`src/rtl/serial_adder_if.sv`:
```
// Operand/result bundle for the bit-serial adder: the requester drives start and operands,
// the adder returns busy, a one-cycle done pulse and the registered result.
interface serial_adder_if #(
  parameter int WIDTH = 8
);
  logic             start;
  logic [WIDTH-1:0] a;
  logic [WIDTH-1:0] b;
  logic             c_in;
  logic             busy;
  logic             done;
  logic [WIDTH-1:0] s;
  logic             c_out;

  modport master (
    output start, a, b, c_in,
    input  busy, done, s, c_out
  );

  modport slave (
    input  start, a, b, c_in,
    output busy, done, s, c_out
  );
endinterface

```
`src/rtl/serial_adder.sv`:
```
// Bit-serial WIDTH-bit adder around a 1-bit full adder cell: one bit per clock, LSB first.
// done pulses WIDTH+1 cycles after start; start is ignored (not queued) outside IDLE.

module fa (
  input  logic a,
  input  logic b,
  input  logic c_in,
  output logic s,
  output logic c_out
);
  logic p;

  // Worst path is XOR -> XOR (sum) or XOR -> AND -> OR (carry); it must settle in one clk period.
  assign p     = a ^ b;
  assign s     = p ^ c_in;
  assign c_out = (a & b) | (p & c_in);
endmodule

module serial_adder #(
  parameter int WIDTH = 8
) (
  input  logic         clk,
  input  logic         rst,
  serial_adder_if.slave bus
);
  localparam int CW = (WIDTH > 1) ? $clog2(WIDTH) : 1;
  localparam logic [CW-1:0] LAST = CW'(WIDTH - 1);

  typedef enum logic [1:0] {
    IDLE = 2'b00,
    RUN  = 2'b01,
    DONE = 2'b10
  } state_t;

  state_t           state;
  logic [WIDTH-1:0] a_sr;
  logic [WIDTH-1:0] b_sr;
  logic [WIDTH-1:0] sum_sr;
  logic [WIDTH-1:0] sum_next;
  logic             carry;
  logic [CW-1:0]    cnt;
  logic             fa_s;
  logic             fa_c;

  fa u_fa (
    .a     (a_sr[0]),
    .b     (b_sr[0]),
    .c_in  (carry),
    .s     (fa_s),
    .c_out (fa_c)
  );

  // Sum bits enter at the MSB so that after WIDTH shifts bit i sits at position i.
  if (WIDTH == 1) begin : g_sum_w1
    assign sum_next = fa_s;
  end else begin : g_sum_wn
    assign sum_next = {fa_s, sum_sr[WIDTH-1:1]};
  end

  always_ff @(posedge clk) begin
    if (rst) begin
      state     <= IDLE;
      a_sr      <= '0;
      b_sr      <= '0;
      sum_sr    <= '0;
      carry     <= 1'b0;
      cnt       <= '0;
      bus.busy  <= 1'b0;
      bus.done  <= 1'b0;
      bus.s     <= '0;
      bus.c_out <= 1'b0;
    end else begin
      case (state)
        IDLE: begin
          bus.done <= 1'b0;
          if (bus.start) begin
            a_sr     <= bus.a;
            b_sr     <= bus.b;
            carry    <= bus.c_in;
            cnt      <= '0;
            sum_sr   <= '0;
            bus.busy <= 1'b1;
            state    <= RUN;
          end
        end
        RUN: begin
          sum_sr <= sum_next;
          carry  <= fa_c;
          a_sr   <= a_sr >> 1;
          b_sr   <= b_sr >> 1;
          cnt    <= cnt + CW'(1);
          if (cnt == LAST) begin
            bus.s     <= sum_next;
            bus.c_out <= fa_c;
            bus.busy  <= 1'b0;
            bus.done  <= 1'b1;
            state     <= DONE;
          end
        end
        DONE: begin
          bus.done <= 1'b0;
          state    <= IDLE;
        end
        default: begin
          bus.busy <= 1'b0;
          bus.done <= 1'b0;
          state    <= IDLE;
        end
      endcase
    end
  end
endmodule

```
`src/flat_wrapper.sv`:
```
// flat-port wrapper written by rule: the top's interface ports become plain ports
module serial_adder_flat 
#(
  parameter int WIDTH = 8
)
  (clk, rst, bus_start, bus_a, bus_b, bus_c_in, bus_busy, bus_done, bus_s, bus_c_out);
  serial_adder_if #(.WIDTH(WIDTH)) bus_i ();
  input  logic clk;
  input  logic rst;
  input wire logic [$bits(bus_i.start)-1:0] bus_start;
  input wire logic [$bits(bus_i.a)-1:0] bus_a;
  input wire logic [$bits(bus_i.b)-1:0] bus_b;
  input wire logic [$bits(bus_i.c_in)-1:0] bus_c_in;
  output wire logic [$bits(bus_i.busy)-1:0] bus_busy;
  output wire logic [$bits(bus_i.done)-1:0] bus_done;
  output wire logic [$bits(bus_i.s)-1:0] bus_s;
  output wire logic [$bits(bus_i.c_out)-1:0] bus_c_out;
  assign bus_i.start = bus_start;
  assign bus_i.a = bus_a;
  assign bus_i.b = bus_b;
  assign bus_i.c_in = bus_c_in;
  assign bus_busy = bus_i.busy;
  assign bus_done = bus_i.done;
  assign bus_s = bus_i.s;
  assign bus_c_out = bus_i.c_out;
  serial_adder #(.WIDTH(WIDTH)) u_core (.clk(clk), .rst(rst), .bus(bus_i));
endmodule
```
`config.mk`:
```
export PLATFORM = sky130hd
export DESIGN_NAME = serial_adder_flat
export DESIGN_NICKNAME = d
export VERILOG_FILES = /design/src/rtl/serial_adder_if.sv /design/src/rtl/serial_adder.sv /design/src/flat_wrapper.sv
export SDC_FILE = /design/constraint.sdc
export NUM_CORES = 1
export LEC_CHECK = 0
export BUFFER_PORTS_ARGS = -buffer_cell sky130_fd_sc_hd__buf_4
export CAP_MARGIN = 10
export CORE_ASPECT_RATIO = 0.7
export CORE_MARGIN = 3
export CORE_UTILIZATION = 48
export DETAILED_ROUTE_END_ITERATION = 6
export MAX_ROUTING_LAYER = met4
export PLACE_DENSITY = 0.8
export SYNTH_ARGS = -nofsm -noshare
export SYNTH_HDL_FRONTEND = slang
export SYNTH_SLANG_ARGS = --single-unit
```
`constraint.sdc`:
```
create_clock -name clk -period 1.3 [get_ports clk]
set_clock_uncertainty 0.1 [all_clocks]
set_input_delay 0.13 -clock clk [delete_from_list [all_inputs] [get_ports clk]]
set_output_delay 0.13 -clock clk [all_outputs]
set_load 0.005 [all_outputs]
```
* Word level (Yosys, flattened, before mapping)
Index checks and enable logic that the tools add are counted.
** Storage, ports and cells
- Register bits after elaboration :: 41
- Input bits :: 20
- Output and inout bits :: 11
- Logic and storage cells :: 46
** Operators by class
- $add $sub $neg :: 1
- Equality and inequality tests :: 5
- Multiplexer cells :: 16
- Bitwise operators :: 7
- Reduce and logical (&&, ||, !) cells :: 7
** Operators with widths (number)
- one-hot mux 8 bit (2 select lines) :: 3
- 2-to-1 mux 8 bit :: 3
- one-hot mux 3 bit (2 select lines) :: 1
- AND reduction 2 bit :: 3
- 2-to-1 mux 2 bit :: 2
- one-hot mux 2 bit (2 select lines) :: 1
- adder 3 x 1 -> 3 bit (second input constant) :: 1
- equality test 3 bit (second input constant) :: 1
- 2-to-1 mux 1 bit :: 3
- 2-to-1 mux 3 bit :: 1
- one-hot mux 1 bit (3 select lines) :: 1
- AND reduction 3 bit :: 1
- AND 1 bit :: 2
- equality test 2 x 1 -> 1 bit (second input constant) :: 1
- equality test 2 bit (second input constant) :: 1
- zero test 2 bit :: 1
- != test 2 x 1 -> 1 bit (second input constant) :: 1
- != test 2 bit (second input constant) :: 1
- inverter 1 bit :: 2
- one-hot mux 1 bit (2 select lines) :: 1
- nonzero test 2 bit :: 1
- OR reduction 2 bit :: 1
- bitwise XOR 1 bit :: 2
- bitwise OR 1 bit :: 1

* Logic depth before layout (Yosys ltp)
- Depth after elaboration :: 4
- Depth in mapped cells :: 6
- Gate-level depth less buffers :: 5

* Hierarchy
A second synthesis with hierarchy kept.
** Unflattened totals
- Cells, all modules :: 166
- Area, all modules :: 1582.8 µm²
** By module, submodules not included
- serial_adder :: instances 1, cells each 165, area each 1562.7 µm²
- fa :: instances 1, cells each 1, area each 20.0 µm²

* Worst setup path before layout
OpenSTA, ideal clock, no wires.
- Path type :: register to register
- From :: reg u_core.cnt[0]
- To :: reg u_core.bus.c_out
- Arrival time :: 1141 ps
- Slack :: -74 ps
- Stages on the path, launching flop included :: 7
- Path buffers :: 1
- Period minus slack after synthesis :: 1374 ps
- Cell sequence :: dfxtp_1 > ha_1 > ha_1 > and3b_1 > clkbuf_2 > nand2_1 > a21oi_1
** Between the ends
- Word-level cells in the longest chain between the ends :: 2
** RTL lines
- start: declaration :: RTL line serial_adder.sv:41 : logic [CW-1:0] cnt;
- start signal: assignment :: RTL line serial_adder.sv:91 : cnt <= cnt + CW'(1);
- equality test 3 bit :: RTL line serial_adder.sv:92 : if (cnt == LAST) begin
- AND reduction 2 bit (no line)
- end signal: assignment :: RTL line serial_adder.sv:71 : bus.c_out <= 1'b0;
- end signal: assignment :: RTL line serial_adder.sv:94 : bus.c_out <= fa_c;
- end: declaration :: RTL line serial_adder_if.sv:22 : output busy, done, s, c_out
Every way passes these cells.
A chain may end at the register's enable or synchronous reset.

* Worst setup path after layout
- From :: reg u_core.cnt[0]
- To :: reg u_core.bus.s[5]
** Between the ends
- Word-level cells in the longest chain between the ends :: 2
** RTL lines
- equality test 3 bit :: RTL line serial_adder.sv:92
- AND reduction 2 bit (no line)
- end signal: assignment :: RTL line serial_adder.sv:93 : bus.s <= sum_next;
- end: declaration :: RTL line serial_adder_if.sv:22
Every way passes these cells.

==> impl_metrics.ini <==
[placement]
place_area_um2 = 1840
dp_hpwl_um = 2130
dpl_worst_slack_ns = -0.250
gp_congestion = 0.744
io_buffers = 30

[synth]
synth_seq_cells = 40
ys_warn_count = 0
syn-cell-area_um2 = 1590
netlist-cell-type-count = 24
synth_nets = 189
syn_area_per_cell_um2 = 9.60
syn_inst = 166
ys_seq_area_share_pct = 50.3

[outcome]
violations = setup timing
outcome = finished, violations left

[timing]
fin_crit_ns = 1.35
setup_viol = 8
finalHoldViolations = 0
layout_setup_ws_ns = -0.0497
clock.fmax_mhz = 741
worst_pin_slew_ns = 0.432
worst_hold_slack_ns = 0.0775
period_share_pct = 104
maxSlewViolCount = 0
grt_setup_unrepaired = yes
slew_headroom_pct = 71.2

[min_path]
min_path_cells = 3
hold_path.class = in2reg

[drt]
dr_total_vias = 1337
wl_um = 3490
antenna_left = 0
wire_per_inst_um = 14.7
drtIter0Drc = 101
drc_errors = 0
avgViaCountPerCell = 5.62
first_pass_iters = 4

[worst_setup_path]
r2r-end = u_core.bus.s[5]
r2r_slack_ns = -0.05
cp_max_fo = 5
r2r_cells = 6
path_class = reg2reg
critPathCaptureType = flip-flop
crit_path_start_kind = flip-flop
crit_end = u_core.bus.s[5]
arrival_ns = 1.47
reg2reg_from = u_core.cnt[0]
crit_start = u_core.cnt[0]
crit_required_ns = 1.42

[floorplan]
die_h_um = 54.2
dieArea_um2 = 4060
start_util_pct = 53.4
io_pins = 31
core_area_um2 = 2980
fp-row-count = 16
chipWidth_um = 74.9

[pwr]
power_density_nw_per_um2 = 1310
vdd_drop_max_mv = 0.798
power.leakage_nw = 0.848

[clocking]
clk_latency_ns = 0.29
htreeDepth = 2
root_buffer = clkbuf_8
cts.clk_slew.worst_paths_ns = 0.07
cts_inserted_buffers = 5
clock_sinks = 40
tritoncts = built
clockBufferDepth = 2

[global_route]
grt_max_degree = 41
grt.overflow.total = 0
first_global_vias = 1246
grt_pass1_wl_um = 5440
grt_usage_pct = 18.7
antenna_found_initial = 0

[final_layout]
stdcell_area_um2 = 2110
fillers = 211
area_growth_syn_to_layout_pct = 32.7
layout.nets = 225
antenna_cells = 0
multiInputGateArea_um2 = 800
layout-drive-gt1-share_pct = 33.7
utilization_pct = 70.8
regArea_um2 = 807

[run]
maxCapViolCount = 0
[power breakdown]
group	switching [mW]	internal, mW	total [mW]
clock	0.416	0.755	1.17
sequential	0.0365	1.28	1.32
combinational	0.136	0.145	0.281
total	0.589	2.18	2.77
[cell usage in the layout (no fill, tap or decap), types with 2 or more instances in the layout]
master | synthesis | final
nor2_1 | 29 | 29
a22oi_1 | 11 | 11
dfxtp_2 | 0 | 5
a21oi_2 | 0 | 5
clkbuf_8 | 0 | 5
nand2_1 | 18 | 12
buf_4 | 1 | 34
a211oi_1 | 15 | 14
nand2_2 | 0 | 6
a21oi_1 | 10 | 5
mux2i_1 | 17 | 17
bufinv_16 | 0 | 2
dfxtp_1 | 40 | 35
nor3b_1 | 3 | 2
buf_6 | 1 | 3
dlygate4sd3_1 | 0 | 2
ha_4 | 0 | 2
[repair_timing]
action / in CTS / in global routing
setup endpoints to repair: 22 / 40
endpoints found under the hold margin: 2 / 0
buffers inserted: 1 / 1
cloned: 1 / 1
hold buffers: 2 / 0
resized for setup: 8 / 20
pin swaps: 0 / 12
[worst max-delay path: stages (launching register included)]
cell and delay (ns):
dfxtp_2 0.34, ha_4 0.16, ha_4 0.17, nand3b_1 0.16, buf_6 0.16, nand2_2 0.06, a21oi_2 0.13
[how the worst min path moves through the flow]
stage	startpoint	slack, ns	to
finish	bus_a[2]	0.08	u_core.a_sr[2]
global route	bus_b[5]	0.1	u_core.b_sr[5]
CTS	bus_a[2]	0.08	u_core.a_sr[2]
detailed placement	bus_a[7]	0.27	u_core.a_sr[7]
global placement	bus_a[7]	0.27	u_core.a_sr[7]
floorplan	bus_a[7]	0.18	u_core.a_sr[7]
[Yosys cell counts]
master | count | area share (%)
dfxtp_1 | 40 | 50
nor2_1 | 29 | 6.8
nand2_1 | 18 | 4.2
mux2i_1 | 17 | 11
a211oi_1 | 15 | 7.1
a22oi_1 | 11 | 5.2
a21oi_1 | 10 | 3.1
buf_2 | 4 | 1.3
clkbuf_1 | 4 | 0.94
nor3b_1 | 3 | 1.4
ha_1 | 2 | 1.6
and3b_1 | 1 | 0.55
buf_12 | 1 | 1.3
buf_4 | 1 | 0.47
buf_6 | 1 | 0.71
clkbuf_2 | 1 | 0.31
fa_1 | 1 | 1.3
inv_1 | 1 | 0.24
nand3b_1 | 1 | 0.47
nor2b_1 | 1 | 0.39
nor3_1 | 1 | 0.31
o21ai_0 | 1 | 0.31
o21ba_2 | 1 | 0.63
o21bai_1 | 1 | 0.47
[layout make-up]
| type | count | share of cell area, % |
|---|---|---|
| Sequential cell | 40 | 38.2 |
| Multi-Input combinational cell | 114 | 37.8 |
| Timing Repair Buffer | 40 | 15.6 |
| Clock buffer | 5 | 3.26 |
| Clock inverter | 2 | 2.84 |
| Tap cell | 36 | 2.13 |
| Inverter | 1 | 0.178 |
[logic make-up after synthesis]
family,synth area share (%)
AND/OR/NAND/NOR,14.2
flip-flops,50.3
AO/OA/AOI/OAI,16.8
multiplexers,10.7
buffers and inverters,5.18
adder cells (fa/ha/maj),2.83
[state kept, by name (all words and copies together) (netlist names)]
name and count:
u_core.a_sr 8, u_core.b_sr 8, u_core.bus.s 8, u_core.sum_sr 7, u_core.cnt 3, u_core.state 2, u_core.bus.busy 1, u_core.bus.c_out 1
u_core.bus.done 1, u_core.carry 1
[stage by stage]
step,std cells,setup TNS [ns],total power [mW]
after floorplan,166,0,1.52
after global placement,225,-2.05,1.59
after detailed placement,225,-3.92,1.60
after CTS,236,0,2.77
after global routing,238,-0.889,2.88
final,238,-0.194,2.77
[per-layer routing]
metal  up-vias  routed length [µm]  share of wire (%)  global-route usage (%)
li1        657                   -                  -                       -
met1       625                1560                 45                    23.5
met2        51                1650                 47                    28.9
met3         4                 249                7.1                    5.60
met4         0                  30               0.86                    6.21
met5         -                   0                  0                       -
Power figures use the tool's default switching activity.
